===== src/rtl/instr_sequencer_if.sv =====
// Bus bundle between the instruction sequencer and its memory, decoder, ALU
// and register file. The sequencer is the master; the datapath side is the slave.
interface instr_sequencer_if #(
    parameter int ADDR_W = 8
);
    logic [ADDR_W-1:0] imem_addr;
    logic              imem_rd;
    logic [38:0]       imem_data;
    logic [38:0]       instruction;
    logic              dec_strobe;
    logic              alu_start;
    logic [2:0]        alu_op;
    logic              alu_done;
    logic              wb_en;
    logic [3:0]        wb_addr;

    modport master (
        output imem_addr, imem_rd, instruction, dec_strobe,
               alu_start, alu_op, wb_en, wb_addr,
        input  imem_data, alu_done
    );

    modport slave (
        input  imem_addr, imem_rd, instruction, dec_strobe,
               alu_start, alu_op, wb_en, wb_addr,
        output imem_data, alu_done
    );
endinterface


===== src/rtl/instr_sequencer.sv =====
// Fetch/decode/execute controller: fetches 39-bit words, strobes the decoder,
// runs two-operand opcodes through the ALU with a bounded wait, then writes back.
module instr_sequencer #(
    parameter int ADDR_W  = 8,
    parameter int TIMEOUT = 255
) (
    input  logic               clk,
    input  logic               rst,
    input  logic               i_start,
    instr_sequencer_if.master  seq_bus,
    output logic               o_busy,
    output logic               o_halted,
    output logic               o_timeout_err,
    output logic [15:0]        o_retired,
    output logic [ADDR_W-1:0]  o_pc
);

    typedef enum logic [2:0] {
        S_IDLE,
        S_FETCH,
        S_LATCH,
        S_DECODE,
        S_EXEC,
        S_WAIT,
        S_WB,
        S_HALT
    } state_t;

    localparam logic [15:0] TIMEOUT_CNT = 16'(TIMEOUT);
    localparam logic [2:0]  OP_HALT     = 3'd0;
    localparam logic [2:0]  OP_LDA      = 3'd1;
    localparam logic [2:0]  OP_LDB      = 3'd2;

    state_t            r_state;
    logic [ADDR_W-1:0] r_pc;
    logic [ADDR_W-1:0] r_imem_addr;
    logic              r_imem_rd;
    logic [38:0]       r_instruction;
    logic              r_dec_strobe;
    logic              r_alu_start;
    logic [2:0]        r_alu_op;
    logic              r_wb_en;
    logic [3:0]        r_wb_addr;
    logic              r_busy;
    logic              r_halted;
    logic              r_timeout_err;
    logic [15:0]       r_retired;
    logic [15:0]       r_wait_cnt;

    logic [2:0]        w_opcode;
    logic [15:0]       w_wait_next;

    assign w_opcode    = r_instruction[38:36];
    assign w_wait_next = r_wait_cnt + 16'd1;

    // Every output is a register updated on the transition into the state that owns it.
    always_ff @(posedge clk or posedge rst) begin
        if (rst) begin
            r_state       <= S_IDLE;
            r_pc          <= '0;
            r_imem_addr   <= '0;
            r_imem_rd     <= 1'b0;
            r_instruction <= '0;
            r_dec_strobe  <= 1'b0;
            r_alu_start   <= 1'b0;
            r_alu_op      <= '0;
            r_wb_en       <= 1'b0;
            r_wb_addr     <= '0;
            r_busy        <= 1'b0;
            r_halted      <= 1'b0;
            r_timeout_err <= 1'b0;
            r_retired     <= '0;
            r_wait_cnt    <= '0;
        end else begin
            // NOTE: pulse outputs default low here and are only raised on entry to
            // their owning state, so each one lasts exactly one cycle.
            r_imem_rd    <= 1'b0;
            r_dec_strobe <= 1'b0;
            r_alu_start  <= 1'b0;
            r_wb_en      <= 1'b0;

            case (r_state)
                S_IDLE: begin
                    if (i_start) begin
                        r_state     <= S_FETCH;
                        r_imem_addr <= r_pc;
                        r_imem_rd   <= 1'b1;
                        r_busy      <= 1'b1;
                    end
                end

                S_FETCH: begin
                    r_state <= S_LATCH;
                end

                S_LATCH: begin
                    r_instruction <= seq_bus.imem_data;
                    r_pc          <= r_pc + ADDR_W'(1);
                    r_dec_strobe  <= 1'b1;
                    r_state       <= S_DECODE;
                end

                S_DECODE: begin
                    if (w_opcode == OP_HALT) begin
                        r_state     <= S_HALT;
                        r_halted    <= 1'b1;
                        r_busy      <= 1'b0;
                        r_imem_addr <= '0;
                    end else if (w_opcode == OP_LDA || w_opcode == OP_LDB) begin
                        r_retired   <= r_retired + 16'd1;
                        r_state     <= S_FETCH;
                        r_imem_addr <= r_pc;
                        r_imem_rd   <= 1'b1;
                    end else begin
                        r_state     <= S_EXEC;
                        r_alu_start <= 1'b1;
                        r_alu_op    <= w_opcode;
                    end
                end

                S_EXEC: begin
                    r_wait_cnt <= '0;
                    r_state    <= S_WAIT;
                end

                S_WAIT: begin
                    // Completion takes priority over a timeout landing on the same cycle.
                    if (seq_bus.alu_done) begin
                        r_state   <= S_WB;
                        r_wb_en   <= 1'b1;
                        r_wb_addr <= r_instruction[35:32];
                    end else if (w_wait_next == TIMEOUT_CNT) begin
                        r_state       <= S_HALT;
                        r_timeout_err <= 1'b1;
                        r_halted      <= 1'b1;
                        r_busy        <= 1'b0;
                        r_alu_op      <= '0;
                        r_imem_addr   <= '0;
                    end else begin
                        r_wait_cnt <= w_wait_next;
                    end
                end

                S_WB: begin
                    r_retired   <= r_retired + 16'd1;
                    r_alu_op    <= '0;
                    r_wb_addr   <= '0;
                    r_state     <= S_FETCH;
                    r_imem_addr <= r_pc;
                    r_imem_rd   <= 1'b1;
                end

                S_HALT: begin
                    if (i_start) begin
                        r_pc          <= '0;
                        r_timeout_err <= 1'b0;
                        r_halted      <= 1'b0;
                        r_busy        <= 1'b1;
                        r_state       <= S_FETCH;
                        r_imem_addr   <= '0;
                        r_imem_rd     <= 1'b1;
                    end
                end

                default: begin
                    r_state <= S_IDLE;
                end
            endcase
        end
    end

    assign seq_bus.imem_addr   = r_imem_addr;
    assign seq_bus.imem_rd     = r_imem_rd;
    assign seq_bus.instruction = r_instruction;
    assign seq_bus.dec_strobe  = r_dec_strobe;
    assign seq_bus.alu_start   = r_alu_start;
    assign seq_bus.alu_op      = r_alu_op;
    assign seq_bus.wb_en       = r_wb_en;
    assign seq_bus.wb_addr     = r_wb_addr;

    assign o_busy        = r_busy;
    assign o_halted      = r_halted;
    assign o_timeout_err = r_timeout_err;
    assign o_retired     = r_retired;
    assign o_pc          = r_pc;

endmodule


===== src/flat_wrapper.sv =====
// flat-port wrapper written by rule: the top's interface ports become plain ports
module instr_sequencer_flat 
#(
    parameter int ADDR_W  = 8,
    parameter int TIMEOUT = 255
)
  (clk, rst, i_start, o_busy, o_halted, o_timeout_err, o_retired, o_pc, seq_bus_imem_addr, seq_bus_imem_rd, seq_bus_instruction, seq_bus_dec_strobe, seq_bus_alu_start, seq_bus_alu_op, seq_bus_wb_en, seq_bus_wb_addr, seq_bus_imem_data, seq_bus_alu_done);
  instr_sequencer_if #(.ADDR_W(ADDR_W)) seq_bus_i ();
  input  logic clk;
  input  logic rst;
  input  logic i_start;
  output logic o_busy;
  output logic o_halted;
  output logic o_timeout_err;
  output logic [15:0] o_retired;
  output logic [ADDR_W-1:0] o_pc;
  output wire logic [$bits(seq_bus_i.imem_addr)-1:0] seq_bus_imem_addr;
  output wire logic [$bits(seq_bus_i.imem_rd)-1:0] seq_bus_imem_rd;
  output wire logic [$bits(seq_bus_i.instruction)-1:0] seq_bus_instruction;
  output wire logic [$bits(seq_bus_i.dec_strobe)-1:0] seq_bus_dec_strobe;
  output wire logic [$bits(seq_bus_i.alu_start)-1:0] seq_bus_alu_start;
  output wire logic [$bits(seq_bus_i.alu_op)-1:0] seq_bus_alu_op;
  output wire logic [$bits(seq_bus_i.wb_en)-1:0] seq_bus_wb_en;
  output wire logic [$bits(seq_bus_i.wb_addr)-1:0] seq_bus_wb_addr;
  input wire logic [$bits(seq_bus_i.imem_data)-1:0] seq_bus_imem_data;
  input wire logic [$bits(seq_bus_i.alu_done)-1:0] seq_bus_alu_done;
  assign seq_bus_imem_addr = seq_bus_i.imem_addr;
  assign seq_bus_imem_rd = seq_bus_i.imem_rd;
  assign seq_bus_instruction = seq_bus_i.instruction;
  assign seq_bus_dec_strobe = seq_bus_i.dec_strobe;
  assign seq_bus_alu_start = seq_bus_i.alu_start;
  assign seq_bus_alu_op = seq_bus_i.alu_op;
  assign seq_bus_wb_en = seq_bus_i.wb_en;
  assign seq_bus_wb_addr = seq_bus_i.wb_addr;
  assign seq_bus_i.imem_data = seq_bus_imem_data;
  assign seq_bus_i.alu_done = seq_bus_alu_done;
  instr_sequencer #(.ADDR_W(ADDR_W), .TIMEOUT(TIMEOUT)) u_core (.clk(clk), .rst(rst), .i_start(i_start), .seq_bus(seq_bus_i), .o_busy(o_busy), .o_halted(o_halted), .o_timeout_err(o_timeout_err), .o_retired(o_retired), .o_pc(o_pc));
endmodule

===== config.mk =====
export PLATFORM = sky130hd
export DESIGN_NAME = instr_sequencer_flat
export DESIGN_NICKNAME = d
export VERILOG_FILES = /design/src/rtl/instr_sequencer_if.sv /design/src/rtl/instr_sequencer.sv /design/src/flat_wrapper.sv
export SDC_FILE = /design/constraint.sdc
export NUM_CORES = 1
export LEC_CHECK = 0
export CORE_MARGIN = 3
export CORE_UTILIZATION = 31
export DETAILED_ROUTE_END_ITERATION = 16
export PLACE_DENSITY_LB_ADDON = 0.3
export SETUP_SLACK_MARGIN = 0.5
export SKIP_CTS_REPAIR_TIMING = 1
export SLEW_MARGIN = 15
export SYNTH_ARGS = -nofsm -noshare
export SYNTH_HDL_FRONTEND = slang
export SYNTH_SLANG_ARGS = --single-unit

===== constraint.sdc =====
create_clock -name clk -period 3.36 [get_ports clk]
set_clock_uncertainty 0.1 [all_clocks]
set_input_delay 0.672 -clock clk [delete_from_list [all_inputs] [get_ports clk]]
set_output_delay 0.672 -clock clk [all_outputs]
set_load 0.05 [all_outputs]

---- After elaboration in Yosys (flattened, before gate mapping) ----
Index checks and enable logic that the tools add are counted.
word-level totals
  flip-flop bits (word level) ............. 104
  bits of input ports ..................... 43
  output and inout bits ................... 85
  logic and storage cells ................. 112
cells by class
  add/sub/neg operators ................... 3
  equal/unequal tests ..................... 23
  multiplexer cells ....................... 48
  reduce and logical (&&, ||, !) cells .... 23
operators by type and width
  cell                   count
  $mux 16                4
  $pmux 16 s2            2
  $mux 8                 6
  $pmux 8 s5             1
  $add 16x1->16 const B  2
  $mux 3                 9
  $pmux 3 s7             1
  $mux 1                 17
  $eq 16x8->1 const B    1
  $pmux 8 s2             1
  $reduce_and 5->1       3
  $ne 2x2->1 const B     7
  $eq 3x3->1 const B     4
  $reduce_bool 2->1      5
  $eq 3x2->1 const B     3
  $pmux 1 s3             3
  $pmux 3 s3             1
  $reduce_bool 3->1      3
  $add 8x1->8 const B    1
  $ne 2x1->1 const B     4
  $pmux 4 s2             1
  $eq 3x1->1 const B     2
  $logic_not 3->1        2
  $reduce_and 2->1       3
  10 further kinds       11

---- Depth between registers and ports, before layout ----
  depth after elaboration ................. 5
  gate-level depth with buffers ........... 10
  gate-level depth less buffers ........... 8

---- Worst setup path after synthesis ----
No wires, ideal clock.
  path kind ............................... reg-to-reg
  start ................................... register u_core.r_wait_cnt[0]
  end ..................................... register u_core.r_wait_cnt[14]
  setup time .............................. 0.126 ns
  data arrival time ....................... 2.311 ns
  required time ........................... 3.134 ns
  slack ................................... 0.823 ns
  stages on the path, launching flop included .. 11
  path buffers ............................ 2
  clock period less this slack ............ 2.537 ns
  cells stage by stage .................... dfrtp_1 > ha_1 > and3_1 > buf_2 > a32o_1 > a31o_2 > nand4_1 > nor4_2 > or2_1 > buf_4 > a221o_1
between the ends
  word-level cells in the longest chain between the ends .. 4
  elaborated cells on any way between the ends .. 7
  those cells by class .................... add/sub (1); eq/ne (2); mux (3); reduce/logical (1)
RTL lines
  item                                                              line                    text
  start: declaration                                                instr_sequencer.sv:48   logic [15:0] r_wait_cnt;
  start signal: assignment                                          instr_sequencer.sv:140  r_wait_cnt <= w_wait_next;
  $add 16x1->16 (*)                                                 instr_sequencer.sv:54   assign w_wait_next = r_wait_cnt + 16'd1;
  $eq 16x8->1 / $mux 16 (equally long branches)                     instr_sequencer.sv:132  end else if (w_wait_next == TIMEOUT_CNT) begin
  $ne 2x2->1 (no line) / $mux 16 (equally long branches)            --
  $reduce_and 3->1 (no line) / $pmux 16 s2 (equally long branches)  --
Mark *: on every way between the ends. The rest lies on a longest branch, timed or not. The select of a mux whose other input is x is not followed.
A chain may end at the register's enable or synchronous reset.

---- Worst setup path in the final report ----
  start ................................... register u_core.r_wait_cnt[2]
  end ..................................... register u_core.r_wait_cnt[14]
The elaborated chain is that of the path after synthesis.

==> summary.md <==
| Metric | Value |
|---|---|
| Syn_area_per_cell | `about 11 um^2` |
| # setup viols final | `0` |
| RSZ-0062 raised after global routing | `no` |
| Crit-path max FO | `9` |
| Minimum clock period | `2.72 ns` |
| Pwr Density | `a little over 1000 nW/um^2` |
| HP Class | `register to register` |
| Worst path max stage delay | `between 0.4 and 0.5 ns` |
| CTS tree | `yes` |
| Boundary pin count | `128` |
| Die area | `between 15000 and 20000 um^2` |
| Height of the die | `about 130 um` |
| Global-route wire length before repair | `about 20000 um` |
| P_leak | `roughly 2.8 nW` |
| DP Wirelength | `roughly 9000 um` |
| Clock Latency Late Sink | `approximately 0.35 ns` |
| Setup crit start | `u_core.r_wait_cnt[2]$_DFFE_PP0P_` |
| Most common cell after layout, fill and taps aside | `clkdlybuf4s50_1` |
| Arr. time, crit path | `~2.9 ns` |
| Period Utilization, post-route | `81.0%` |
| CP delay by family, top | `simple AND/OR/NAND/NOR gates` |
| PortBufs | `between 100 and 150` |
| DRT iter0 DRCs | `roughly 180` |
| Library cells used by synthesis | `55` |
| Final Hold Fails | `0` |
| Initial antenna violation count | `0` |
| CTS Buffer Depth | `2` |
| R2R Setup Slk | `about 0.64 ns` |
| All-Layer GR Usage | `roughly 15%` |
| Area occupied by multi-input gates | `2100 um^2` |
| Placed cell count | `around 730` |
| Rows | `44` |
| CTS buffer count | `9` |
| Area Overhead vs Synth | `38.2%` |
| DRT antenna net count | `0` |
| Worst setup path class | `register to register` |
| Drt pass-1 iters | `4` |
| WP buf/inv | `0` |
| Reg clk slew, reported paths | `roughly 0.07 ns` |
| Maximum vdd drop | `666 uV` |
| WL met2 | `about 6000 um` |
| Post-synthesis cell count | `431` |
| Synth Cell Area | `4800 um^2` |
| Largest net degree at the start of global routing | `57` |
| Clk sinks | `roughly 100` |
| Ant diodes | `0` |
| Core ar. | `between 10000 and 15000 um^2` |
| Crit path launch type | `register` |
| Fillers | `1412` |
| Final Max Tran Viols | `0` |
| DRC viols | `0` |
| Wire length per cell | `~16 um` |
| WL met1 | `approximately 5100 um` |
| CTS root buf | `clkbuf_16` |
| Crit-path cells | `and4_4, and3_4, and3_1, mux2i_4, nor4_4, or2_4, a221o_1` |
| Critical Path RT | `around 3.5 ns` |
| Slew @ Worst Pin | `0.721 ns` |
| Worst hold start | `u_core.o_retired[15]$_DFFE_PP0P_` |
| Layout cells sized above 1 | `between 15 and 20%` |
| EDFF count, synth | `0` |
| Reg area | `approximately 2600 um^2` |
| CTS H-Tree Depth | `3` |
| Yosys reg bits | `approximately 100` |
| Slowest stage cell, crit path | `dfrtp_1` |
| Non-filler cells, final | `between 700 and 800` |
| Total number of vias | `around 3800` |
| MaxCap Viol Count | `0` |
| Final GP Congestion | `0.852` |
| Vias in the first global route | `a little over 4000` |
| Critical path endpoint category | `register` |
| R2r startpoint | `u_core.r_wait_cnt[2]$_DFFE_PP0P_` |
| Grt total ovfl | `0` |
| Syn_nets | `about 480` |
| Commonest cells after routing, fill and taps aside | `clkdlybuf4s50_1, dfrtp_1, mux2_2, nand2_1, nor2_1` |
| Top Metal Used | `met4` |
| Highest clock rate | `around 370 MHz` |
| DR WL met3 | `roughly 1100 um` |
| Nets@finish | `608` |
| Slew HR | `between 50 and 60%` |
| Final WL | `approximately 12000 um` |
| Synthesis Warnings | `0` |
| Die X | `around 130 um` |
| Status | `completed` |
| Via density | `between 5 and 6` |
| Register area share after synthesis | `~54%` |
| Fraction of registers with async set/reset | `100%` |
| Primary FF master, synth | `dfrtp_1` |
| Fin Setup TNS | `0 ns` |
| Starting density of the core | `~32%` |
| Final Util | `around 45%` |
-- metal layers --
metal | up-vias | global-route usage, %
met1 | 1867 | 18.8
met2 | 112 | 24.3
met3 | 9 | 7.15
met5 | - | 0
li1 | 1803 | -
met4 | 0 | 3.87
-- cells in the mapped netlist, types with 10 or more instances --
master	n	area share [%]
dfrtp_1	104	54
mux2_2	41	9.6
nand2_1	35	2.7
nor2_1	32	2.5
o21ai_0	22	2.3
nand3_1	21	2.2
xnor2_1	17	3.1
a22o_1	15	2.7
clkbuf_1	13	1.0
nor3_1	13	1.4
and3_1	11	1.4
inv_1	10	0.78
xor2_1	10	1.8
-- path summary, 6_finish.rpt --
check | cells past startpoint | to
max | 7 | u_core.r_wait_cnt[14]$_DFFE_PP0P_
min | 1 | u_core.o_retired[15]$_DFFE_PP0P_
min reg2reg | 1 | u_core.o_retired[15]$_DFFE_PP0P_
min in group asynchronous | 3 | u_core.seq_bus.instruction[30]$_DFFE_PP0P_
max reg2reg | 7 | u_core.r_wait_cnt[14]$_DFFE_PP0P_
max in group asynchronous | 3 | u_core.r_wait_cnt[0]$_DFFE_PP0P_
-- registers in the layout (all words and copies together), names as in the netlist, 3 cells and up --
register and cells:
u_core.o_retired 16, u_core.seq_bus.instruction 39, u_core.r_state 3, u_core.seq_bus.wb_addr 4, u_core.r_wait_cnt 16, u_core.seq_bus.alu_op 3, u_core.seq_bus.imem_addr 8, u_core.o_pc 8
-- per-stage QoR --
stage                     power [W]  hold WS, ns  setup slack [ns]  instance area [um^2]
after floorplan             0.00446        0.399             0.823                  4800
after global placement      0.00566        0.362             0.590                  6290
after detailed placement    0.00572        0.373             0.480                  6290
after CTS                   0.00680        0.387             0.487                  6590
after global routing        0.00712        0.412             0.468                  6640
final                       0.00672        0.382             0.638                  6640
-- kinds of logic (layout without fill, tap and decap cells) --
family	count (synthesis)	count (layout)	synth area share [%]
and+or+nand+nor	145	145	15.5
DFF	104	104	54.2
AOI/OAI and AO/OA	78	78	11.4
muxes	43	43	10.3
buffers and inverters	30	165	2.63
xor gates and xnor gates	27	27	4.93
adders and majority gates	4	4	1.04
-- layout make-up --
type / count / area share [%]
Sequential cell: 104 / 39.3
Multi-Input combinational cell: 297 / 31.6
Timing Repair Buffer: 138 / 20.4
Clock buffer: 10 / 3.60
Tap cell: 184 / 3.47
Clock inverter: 6 / 0.943
Inverter: 11 / 0.679
-- worst register-to-register path, delay by kind of cell (launching register included) --
kind             cells  cell delay, ns
multiplexers         1            0.38
AO/OA/AOI/OAI        1            0.36
flip-flops           1            0.49
AND/OR/NAND/NOR      5            1.27
-- power breakdown --
group | internal [W] | switching [W] | total (W)
logic | 0.00132 | 0.00227 | 0.00359
clock network | 0.000541 | 0.000500 | 0.00104
registers | 0.00170 | 0.000395 | 0.00209
total | 0.00356 | 0.00317 | 0.00672
Note: power is estimated with default switching activity, not from simulation.
